==> src/rtl/ufi_rect_fill.sv <==
// Rectangle fill engine: a UFI write master that paints one constant colour into a
// rectangular frame-buffer region, with the row-0 offset computed by serial shift-add.
module ufi_rect_fill #(
    parameter int unsigned pBusAdrsBit    = 32,
    parameter int unsigned pUfiBusWidth   = 12,
    parameter int unsigned pHdisplayWidth = 11,
    parameter int unsigned pVdisplayWidth = 11
) (
    input  logic                      iSysClk,
    input  logic                      iSysRst,
    input  logic                      iStart,
    input  logic [pBusAdrsBit-1:0]    iBaseAdrs,
    input  logic [pHdisplayWidth:0]   iStride,
    input  logic [pHdisplayWidth:0]   iX,
    input  logic [pHdisplayWidth:0]   iW,
    input  logic [pVdisplayWidth:0]   iY,
    input  logic [pVdisplayWidth:0]   iH,
    input  logic [pUfiBusWidth-1:0]   iColor,
    input  logic                      iMUfiRdy,
    output logic [pUfiBusWidth-1:0]   oMUfiWd,
    output logic [pBusAdrsBit-1:0]    oMUfiAdrs,
    output logic                      oMUfiWEd,
    output logic                      oMUfiVd,
    output logic                      oMUfiCmd,
    output logic                      oBusy,
    output logic                      oDone
);

    localparam int unsigned lpHW   = pHdisplayWidth + 1;
    localparam int unsigned lpVW   = pVdisplayWidth + 1;
    localparam int unsigned lpCntW = $clog2(lpVW) + 1;

    localparam logic [2:0] S_IDLE = 3'd0;
    localparam logic [2:0] S_CALC = 3'd1;
    localparam logic [2:0] S_ROW  = 3'd2;
    localparam logic [2:0] S_GAP  = 3'd3;
    localparam logic [2:0] S_DONE = 3'd4;

    logic [2:0]              r_state;
    logic [lpCntW-1:0]       r_cnt;
    logic [lpVW-1:0]         r_ysh;
    logic [lpVW-1:0]         r_h;
    logic [lpHW-1:0]         r_stride;
    logic [lpHW-1:0]         r_x;
    logic [lpHW-1:0]         r_we;
    logic [lpHW-1:0]         r_col;
    logic [lpVW-1:0]         r_row;
    logic [pBusAdrsBit-1:0]  r_base;
    logic [pBusAdrsBit-1:0]  r_acc;
    logic [pBusAdrsBit-1:0]  r_row_adrs;
    logic [pUfiBusWidth-1:0] r_color;

    logic [2:0]              w_state_nxt;
    logic [lpCntW-1:0]       w_cnt_nxt;
    logic [lpVW-1:0]         w_ysh_nxt;
    logic [lpHW-1:0]         w_col_nxt;
    logic [lpVW-1:0]         w_row_nxt;
    logic [pBusAdrsBit-1:0]  w_acc_nxt;
    logic [pBusAdrsBit-1:0]  w_row_adrs_nxt;
    logic [pBusAdrsBit-1:0]  w_adrs_nxt;
    logic [pUfiBusWidth-1:0] w_wd_nxt;
    logic                    w_wed_nxt;
    logic                    w_done_nxt;
    logic                    w_start;
    logic [lpHW-1:0]         w_room;
    logic [lpHW-1:0]         w_we_in;
    logic [lpHW-1:0]         w_col_inc;
    logic [lpVW-1:0]         w_row_inc;
    logic [pBusAdrsBit-1:0]  w_acc_step;
    logic [pBusAdrsBit-1:0]  w_row0;
    logic [pBusAdrsBit-1:0]  w_stride_ext;

    // Clipped width and serial multiply datapath (iY consumed MSB first)
    always_comb begin
        w_start      = (r_state == S_IDLE) && iStart;
        w_room       = iStride - iX;
        w_we_in      = (iX >= iStride) ? '0 : ((iW < w_room) ? iW : w_room);
        w_stride_ext = pBusAdrsBit'(r_stride);
        w_acc_step   = (r_acc << 1) + (r_ysh[pVdisplayWidth] ? w_stride_ext : '0);
        w_row0       = r_base + w_acc_step + pBusAdrsBit'(r_x);
        w_col_inc    = r_col + lpHW'(1);
        w_row_inc    = r_row + lpVW'(1);
    end

    // Next-state and next-output logic
    always_comb begin
        w_state_nxt    = r_state;
        w_cnt_nxt      = r_cnt;
        w_ysh_nxt      = r_ysh;
        w_acc_nxt      = r_acc;
        w_row_adrs_nxt = r_row_adrs;
        w_col_nxt      = r_col;
        w_row_nxt      = r_row;
        w_adrs_nxt     = oMUfiAdrs;
        w_wd_nxt       = oMUfiWd;
        w_wed_nxt      = 1'b0;
        w_done_nxt     = 1'b0;
        case (r_state)
            S_IDLE: begin
                if (iStart) begin
                    w_state_nxt = S_CALC;
                    w_cnt_nxt   = '0;
                    w_ysh_nxt   = iY;
                    w_acc_nxt   = '0;
                end
            end
            S_CALC: begin
                w_acc_nxt = w_acc_step;
                w_ysh_nxt = r_ysh << 1;
                w_cnt_nxt = r_cnt + lpCntW'(1);
                if (r_cnt == lpCntW'(pVdisplayWidth)) begin
                    if ((r_we == '0) || (r_h == '0)) begin
                        w_state_nxt = S_DONE;
                        w_done_nxt  = 1'b1;
                    end else begin
                        w_state_nxt    = S_ROW;
                        w_row_adrs_nxt = w_row0;
                        w_adrs_nxt     = w_row0;
                        w_wd_nxt       = r_color;
                        w_col_nxt      = '0;
                        w_row_nxt      = '0;
                        w_wed_nxt      = 1'b1;
                    end
                end
            end
            S_ROW: begin
                w_wed_nxt = 1'b1;
                if (oMUfiWEd && iMUfiRdy) begin
                    if (w_col_inc == r_we) begin
                        w_state_nxt = S_GAP;
                        w_wed_nxt   = 1'b0;
                    end else begin
                        w_col_nxt  = w_col_inc;
                        w_adrs_nxt = r_row_adrs + pBusAdrsBit'(w_col_inc);
                    end
                end
            end
            S_GAP: begin
                w_row_adrs_nxt = r_row_adrs + w_stride_ext;
                w_row_nxt      = w_row_inc;
                w_col_nxt      = '0;
                if (w_row_inc == r_h) begin
                    w_state_nxt = S_DONE;
                    w_done_nxt  = 1'b1;
                end else begin
                    w_state_nxt = S_ROW;
                    w_adrs_nxt  = r_row_adrs + w_stride_ext;
                    w_wed_nxt   = 1'b1;
                end
            end
            S_DONE: begin
                w_state_nxt = S_IDLE;
            end
            default: begin
                w_state_nxt = S_IDLE;
            end
        endcase
    end

    // State, datapath and registered outputs
    always_ff @(posedge iSysClk or posedge iSysRst) begin
        if (iSysRst) begin
            r_state    <= S_IDLE;
            r_cnt      <= '0;
            r_ysh      <= '0;
            r_h        <= '0;
            r_stride   <= '0;
            r_x        <= '0;
            r_we       <= '0;
            r_col      <= '0;
            r_row      <= '0;
            r_base     <= '0;
            r_acc      <= '0;
            r_row_adrs <= '0;
            r_color    <= '0;
            oMUfiWd    <= '0;
            oMUfiAdrs  <= '0;
            oMUfiWEd   <= 1'b0;
            oMUfiVd    <= 1'b0;
            oMUfiCmd   <= 1'b0;
            oBusy      <= 1'b0;
            oDone      <= 1'b0;
        end else begin
            r_state    <= w_state_nxt;
            r_cnt      <= w_cnt_nxt;
            r_ysh      <= w_ysh_nxt;
            r_acc      <= w_acc_nxt;
            r_row_adrs <= w_row_adrs_nxt;
            r_col      <= w_col_nxt;
            r_row      <= w_row_nxt;
            if (w_start) begin
                r_h      <= iH;
                r_stride <= iStride;
                r_x      <= iX;
                r_we     <= w_we_in;
                r_base   <= iBaseAdrs;
                r_color  <= iColor;
            end
            oMUfiWd   <= w_wd_nxt;
            oMUfiAdrs <= w_adrs_nxt;
            oMUfiWEd  <= w_wed_nxt;
            oMUfiVd   <= w_wed_nxt;
            oMUfiCmd  <= 1'b0;
            oBusy     <= (w_state_nxt != S_IDLE);
            oDone     <= w_done_nxt;
        end
    end

endmodule

==> config.mk <==
export PLATFORM = sky130hd
export DESIGN_NAME = ufi_rect_fill
export DESIGN_NICKNAME = d
export VERILOG_FILES = /design/src/rtl/ufi_rect_fill.sv
export SDC_FILE = /design/constraint.sdc
export NUM_CORES = 1
export LEC_CHECK = 0
export ABC_AREA = 0
export BUFFER_PORTS_ARGS = -buffer_cell sky130_fd_sc_hd__buf_2
export CAP_MARGIN = 20
export CORE_MARGIN = 10
export CORE_UTILIZATION = 53
export DETAILED_ROUTE_END_ITERATION = 8
export PLACE_DENSITY_LB_ADDON = 0.2
export SYNTH_ARGS = -nofsm -noshare
export SYNTH_HDL_FRONTEND = slang
export SYNTH_SLANG_ARGS = --single-unit
==> constraint.sdc <==
create_clock -name iSysClk -period 6.9 [get_ports iSysClk]
set_clock_uncertainty 0.2 [all_clocks]
set_input_delay 0.345 -clock iSysClk [delete_from_list [all_inputs] [get_ports iSysClk]]
set_output_delay 0.345 -clock iSysClk [all_outputs]
set_load 0.005 [all_outputs]
# --- After elaboration in Yosys (flattened, before gate mapping) ---
# Index checks and enable logic that the tools add are counted.
# W data, S select, Z words.
totals:
  ff_bits: 246
  elab_cells: 96
classes:
  bitwise: 1
  reduce_logical: 15
  n_eq_ne: 12
  order_cmp: 2
  n_mux: 39
  add_sub_neg: 9
op_table:
  columns: ["operator", "count"]
  rows:
  - ["$mux W32", 5]
  - ["$add A32 B12 Y32", 4]
  - ["$mux W12", 8]
  - ["$pmux W32 S3", 1]
  - ["$pmux W32 S2", 1]
  - ["$pmux W31 S2", 1]
  - ["$pmux W12 S2", 2]
  - ["$pmux W12 S3", 1]
  - ["$add A32 B32 Y32", 1]
  - ["$mux W31", 1]
  - ["$add A12 B1 Y12 const B", 2]
  - ["$eq A12 B12 Y1", 2]
  - ["$logic_not A12 Y1", 2]
  - ["$mux W3", 6]
  - ["$ge A12 B12 Y1", 1]
  - ["$lt A12 B12 Y1", 1]
  - ["$ne A2 B2 Y1 const B", 6]
  - ["$pmux W3 S4", 1]
  - ["$sub A12 B12 Y12", 1]
  - ["$pmux W5 S2", 1]
  - ["$mux W1", 8]
  - ["$eq A3 B2 Y1 const B", 2]
  - ["$reduce_and A3 Y1", 2]
  - ["$reduce_and A6 Y1", 1]
  - ["14 further kinds", 17]

# --- Depth between registers and ports, before layout ---
depth:
  word_depth: 7
  ltp_mapped: 23

# --- Least setup slack after synthesis ---
# OpenSTA, ideal clock, no wires.
synth_path:
  kind: "reg-to-reg"
  start: "register r_ysh[11]"
  end: "register oMUfiAdrs[30]"
  stages_incl_launch_ff: 23
  setup_time_ps: 139
  slack_ps: 1827
  required_time_ps: 6561
  arrival_time_ps: 4734
  period_less_slack_ps: 5073
  cell_sequence: "dfrtp_1 > clkbuf_1 > and2_1 > ha_1 > fa_1 > a211o_1 > o211ai_1 > a211oi_1 > o31ai_1 > nand2_1 > nand2_1 > xnor2_1 > ha_1 > ha_1 > a21o_1 > a21oi_1 > nand4b_1 > o211ai_1 > o211ai_1 > a31oi_1 > o21ai_0 > a2111oi_0 > nor4_2"
synth_via:
  elab_chain_len: 7
synth_rtl:
  columns: ["item", "line", "text"]
  rows:
  - ["start: declaration", "41", "logic [lpVW-1:0] r_ysh;"]
  - ["start signal: assignment", "186", "r_ysh <= w_ysh_nxt;"]
  - ["$mux W12", "79", "w_acc_step = (r_acc << 1) + (r_ysh[pVdisplayWidth] ? w_stride_ext : '0);"]
  - ["$add A32 B12 Y32", "79", null]
  - ["$add A32 B32 Y32", "80", "w_row0 = r_base + w_acc_step + pBusAdrsBit'(r_x);"]
  - ["$add A32 B12 Y32", "80", null]
  - ["$mux W32", "112", "if ((r_we == '0) || (r_h == '0)) begin"]
  - ["$mux W32", "111", "if (r_cnt == lpCntW'(pVdisplayWidth)) begin"]
  - ["$pmux W32 S3", "98", "case (r_state)"]
  - ["end signal: assignment", "200", "oMUfiAdrs <= w_adrs_nxt;"]
  - ["end: declaration", "21", "output logic [pBusAdrsBit-1:0] oMUfiAdrs,"]
# Every way passes these cells. The select of a mux whose other input is x is not followed.
# A chain may end at the register's enable or synchronous reset.

# --- Worst setup path in the final report ---
layout_path:
  start: "register r_ysh[11]"
  end: "register r_row_adrs[26]"
layout_via:
  elab_chain_len: 7
layout_rtl:
  columns: ["item", "line", "text"]
  rows:
  - ["$mux W12", "79", null]
  - ["$add A32 B12 Y32", "79", null]
  - ["$add A32 B32 Y32", "80", null]
  - ["$add A32 B12 Y32", "80", null]
  - ["$mux W32", "112", null]
  - ["$mux W32", "111", null]
  - ["$pmux W32 S2", "98", null]
  - ["end signal: assignment", "188", "r_row_adrs <= w_row_adrs_nxt;"]
  - ["end: declaration", "50", "logic [pBusAdrsBit-1:0] r_row_adrs;"]
# Every way passes these cells. The select of a mux whose other input is x is not followed.

==> results.md <==
- Status: finished, final reports clean
- Max-slew headroom: roughly a quarter
- Net total in the final layout: about 2400
- CP max-delay cell: dfrtp_1
- Synth Flop Type: dfrtp_1
- R2R Path Start: r_ysh[11]$_DFFE_PP0P_
- Mapped Cells: a little under 2000
- Max Slew Vio Count: 0
- Synth warn: 0
- Via density per instance: just under 6
- Ratio of cells with drive above 1 in the final layout: between 10% and 20%
- Post-CTS Setup Bufs: 0
- Setup-failing EPs final: 0
- Number of global-route vias before repair: 14700
- Hold crit path type: in2reg
- LEAKAGE: around 9.5 nW
- Synth Register Bits: around 250
- RSZ-0062 raised after global routing: no
- GRT Util Overall: ~25%
- WL final: approximately 49 mm
- Clock Pin Slew Worst Setup and Hold Paths: ~60 ps
- GR Overflow Total: 0
- Worst path buffer plus inverter count: 0
- WP data arrival: a little over 6000 ps
- Cell count after placement: 2402
- Horiz. Die Dim: 197 um
- Largest net degree at the start of global routing: between 80 and 90
- Pre-CTS setup slack: about 1000 ps
- TritonCTS Buffers: 28
- Die Ht: about 200 um
- Cells along the critical path: and2_1 > ha_1 > fa_1 > a211o_1 > o211ai_1 > a211oi_1 > o31ai_1 > nand2_1 > nand2_1 > xnor2_1 > ha_1 > ha_1 > a21o_1 > a21oi_1 > nand4b_1 > o211ai_1 > o21ai_1 > a221o_1 > a21oi_1 > xor2_1 > o221ai_1
- Slew @ Worst Pin: 1150 ps
- Clock latency on the worst-skew pair: 550 ps
- Drt pass-1 iters: 6
- Crit Path Category: reg2reg
- Critical path's top delay family: compound AO/OA/AOI/OAI gates
- CP max FO: 13
- Finished Layout Cells: 2554
- DP HPWL: 35.1 mm
- Post-route DRC: 0
- Clk root buf: clkbuf_16
- Post-synth top area share: a little under two fifths
- Final setup TNS: 0 ps
- Final core utilization: a little under two thirds
- First-pass GRT wire length: around 80 mm
- CTS sink cnt: approximately 250
- Cell mode on critical path: ha_1
- Area leader, netlist: dfrtp_1
- Max incr delay on CP: 500 ps
- Worst hold path startpoint: iW[11]
- EDFF count, synth: 0
- CP required: 7110 ps
- 1st-iter DRT viols: about 1400
- Post-route minimum period: 5940 ps
- Endpoint type of the worst setup path: flip-flop
- Max clock buf depth: 3
- Antenna viol nets, final: 0
- Crit path from: r_ysh[11]$_DFFE_PP0P_
- Layout area overhead: 18.5%
- TritonCTS clock tree: built
- Setup crit start kind: flip-flop
- Vias: ~15000
- RePlAce Congestion: ~0.9
- Core ar.: a little over 30000 sq um
- Largest cells by area after synthesis: dfrtp_1 37%, nand2_1 9.2%, ha_1 8.3%
- Final worst setup slack: ~960 ps
- H-tree Lvls: 1
- DP Area: ~18000 sq um
- Async SR Flop Fraction: 100%
- Syn Area/Cell: 8.61 sq um
- Cell area after layout: 19600 sq um
- Drt wl/cell: 19.2 um
- Distinct cell type count after synthesis: 83
- Final hold slack: a little over 60 ps
- Register area share after synthesis: a little under two fifths
- Tot Pwr: 10.1 mW
- Endpoints failing hold: 0
- Mapped Area: 16600 sq um
- Io pins: between 150 and 200
- # Max-Cap Violations: 0
- Worst vdd ir: 338 uV
- # rows: 64
- P per Cell Area: 512 nW/um^2
- Initial antenna violation count: 1
- Initial Util: a little over half
- Final period utilization: between 80% and 90%
- Syn_nets: approximately 2200
- Fmax: 168 MHz
- Die ar.: slightly below 40000 sq um
- Number of buffers added on ports: between 150 and 200
## cells in the final DEF, fill, tap and decap left out, types with 7 or more instances in the layout
cell type	synthesis	final
nand2b_1	12	12
and3_1	31	31
dfrtp_1	246	246
inv_1	74	73
buf_2	11	156
a21o_1	19	19
nor3_1	46	45
o21ai_0	133	133
o21a_1	17	17
xnor3_1	7	7
fa_1	17	17
a221o_1	10	10
buf_4	6	15
dlygate4sd3_1	0	97
a31oi_1	20	20
nor2b_1	9	9
or3_1	7	7
clkbuf_16	0	29
nand3_1	51	49
o21ai_1	13	12
and2_1	20	20
nor4_1	13	13
o211ai_1	13	13
nand4_1	23	23
a22o_1	30	30
mux2i_1	19	19
and4_1	12	12
xnor2_1	80	80
xor2_1	49	49
nor2_1	119	116
ha_1	110	110
o31ai_1	14	13
nand2_1	406	406
a211oi_1	18	18
a211o_1	10	10
a21oi_1	99	99
## report_power, final
group | total [mW] | internal (mW) | switching, mW
sequential | 2.63 | 2.03 | 0.601
combinational | 5.84 | 2.25 | 3.59
clock | 1.58 | 0.971 | 0.614
## cells in the mapped netlist (13+ instances only)
cell type,instances
a31oi_1,20
xor2_1,49
nor3_1,46
dfrtp_1,246
fa_1,17
and3_1,31
xnor2_1,80
o21a_1,17
a21oi_1,99
nor4_1,13
and2_1,20
o21ai_1,13
a21o_1,19
o211ai_1,13
nand2_1,406
nand3_1,51
clkbuf_1,64
ha_1,110
nand4_1,23
a22o_1,30
nor2_1,119
a211oi_1,18
o21ai_0,133
o31ai_1,14
mux2i_1,19
inv_1,74
## final timing paths
path                                         endpoint  slack, ps  cells past startpoint
min in group asynchronous          r_h[5]$_DFFE_PP0P_        320                      4
max reg2reg                r_row_adrs[26]$_DFFE_PP0P_        960                     21
min                              r_we[11]$_DFFE_PP0P_         60                      4
min reg2reg                 oMUfiAdrs[14]$_DFFE_PP0P_        270                      2
max                        r_row_adrs[26]$_DFFE_PP0P_        960                     21
max in group asynchronous       r_acc[24]$_DFFE_PP0P_       4700                      5
## logic make-up after synthesis
logic type	Yosys count	synth area share (%)
simple gates	773	21.2
compound gates	449	17.5
flops	246	37.2
buf+inv	163	4.02
xor+xnor	137	7.87
fa+ha+maj	127	10.4
mux	28	1.83
other cells	1	0.0226
## registers in the layout (all words and copies together), names as in the netlist
name	cells
oMUfiAdrs	32
r_base	32
r_row_adrs	32
r_acc	31
oMUfiWd	12
r_col	12
r_color	12
r_h	12
r_row	12
r_stride	12
r_we	12
r_x	12
r_ysh	12
r_cnt	5
r_state	3
oBusy	1
oDone	1
oMUfiVd	1
## timing repair
item,in CTS,in global routing
endpoints found under the hold margin,142,0
gates resized for setup,0,0
hold buffers,97,0
## worst reg2reg max path: stages, from the launching register on
cell,delay (ps)
dfrtp_1,500
and2_1,210
ha_1,210
fa_1,430
a211o_1,310
o211ai_1,150
a211oi_1,170
o31ai_1,440
nand2_1,210
nand2_1,120
xnor2_1,150
ha_1,280
ha_1,380
a21o_1,190
a21oi_1,220
nand4b_1,140
o211ai_1,340
o21ai_1,160
a221o_1,340
a21oi_1,180
xor2_1,340
o221ai_1,180
## layer usage
layer / track usage, % / share of wire [%] / vias to the layer above
li1: - / - / 7202
met1: 34.7 / 44 / 7271
met2: 39.6 / 46 / 556
met3: 4.05 / 7.2 / 74
met4: 6.61 / 2.5 / 0
met5: 0 / 0 / -
## cell type report
cell class | instances | area, sq um
sequential | 246 | 6160
inverter | 74 | 282
multi-input combinational | 1515 | 9800
tap | 396 | 495
fill | 2615 | 11100
antenna | 2 | 5.00
clock inverter | 12 | 174
clock buffer | 39 | 813
timing repair buffer | 270 | 1900
No activity file was read; power rests on OpenSTA's default activity.
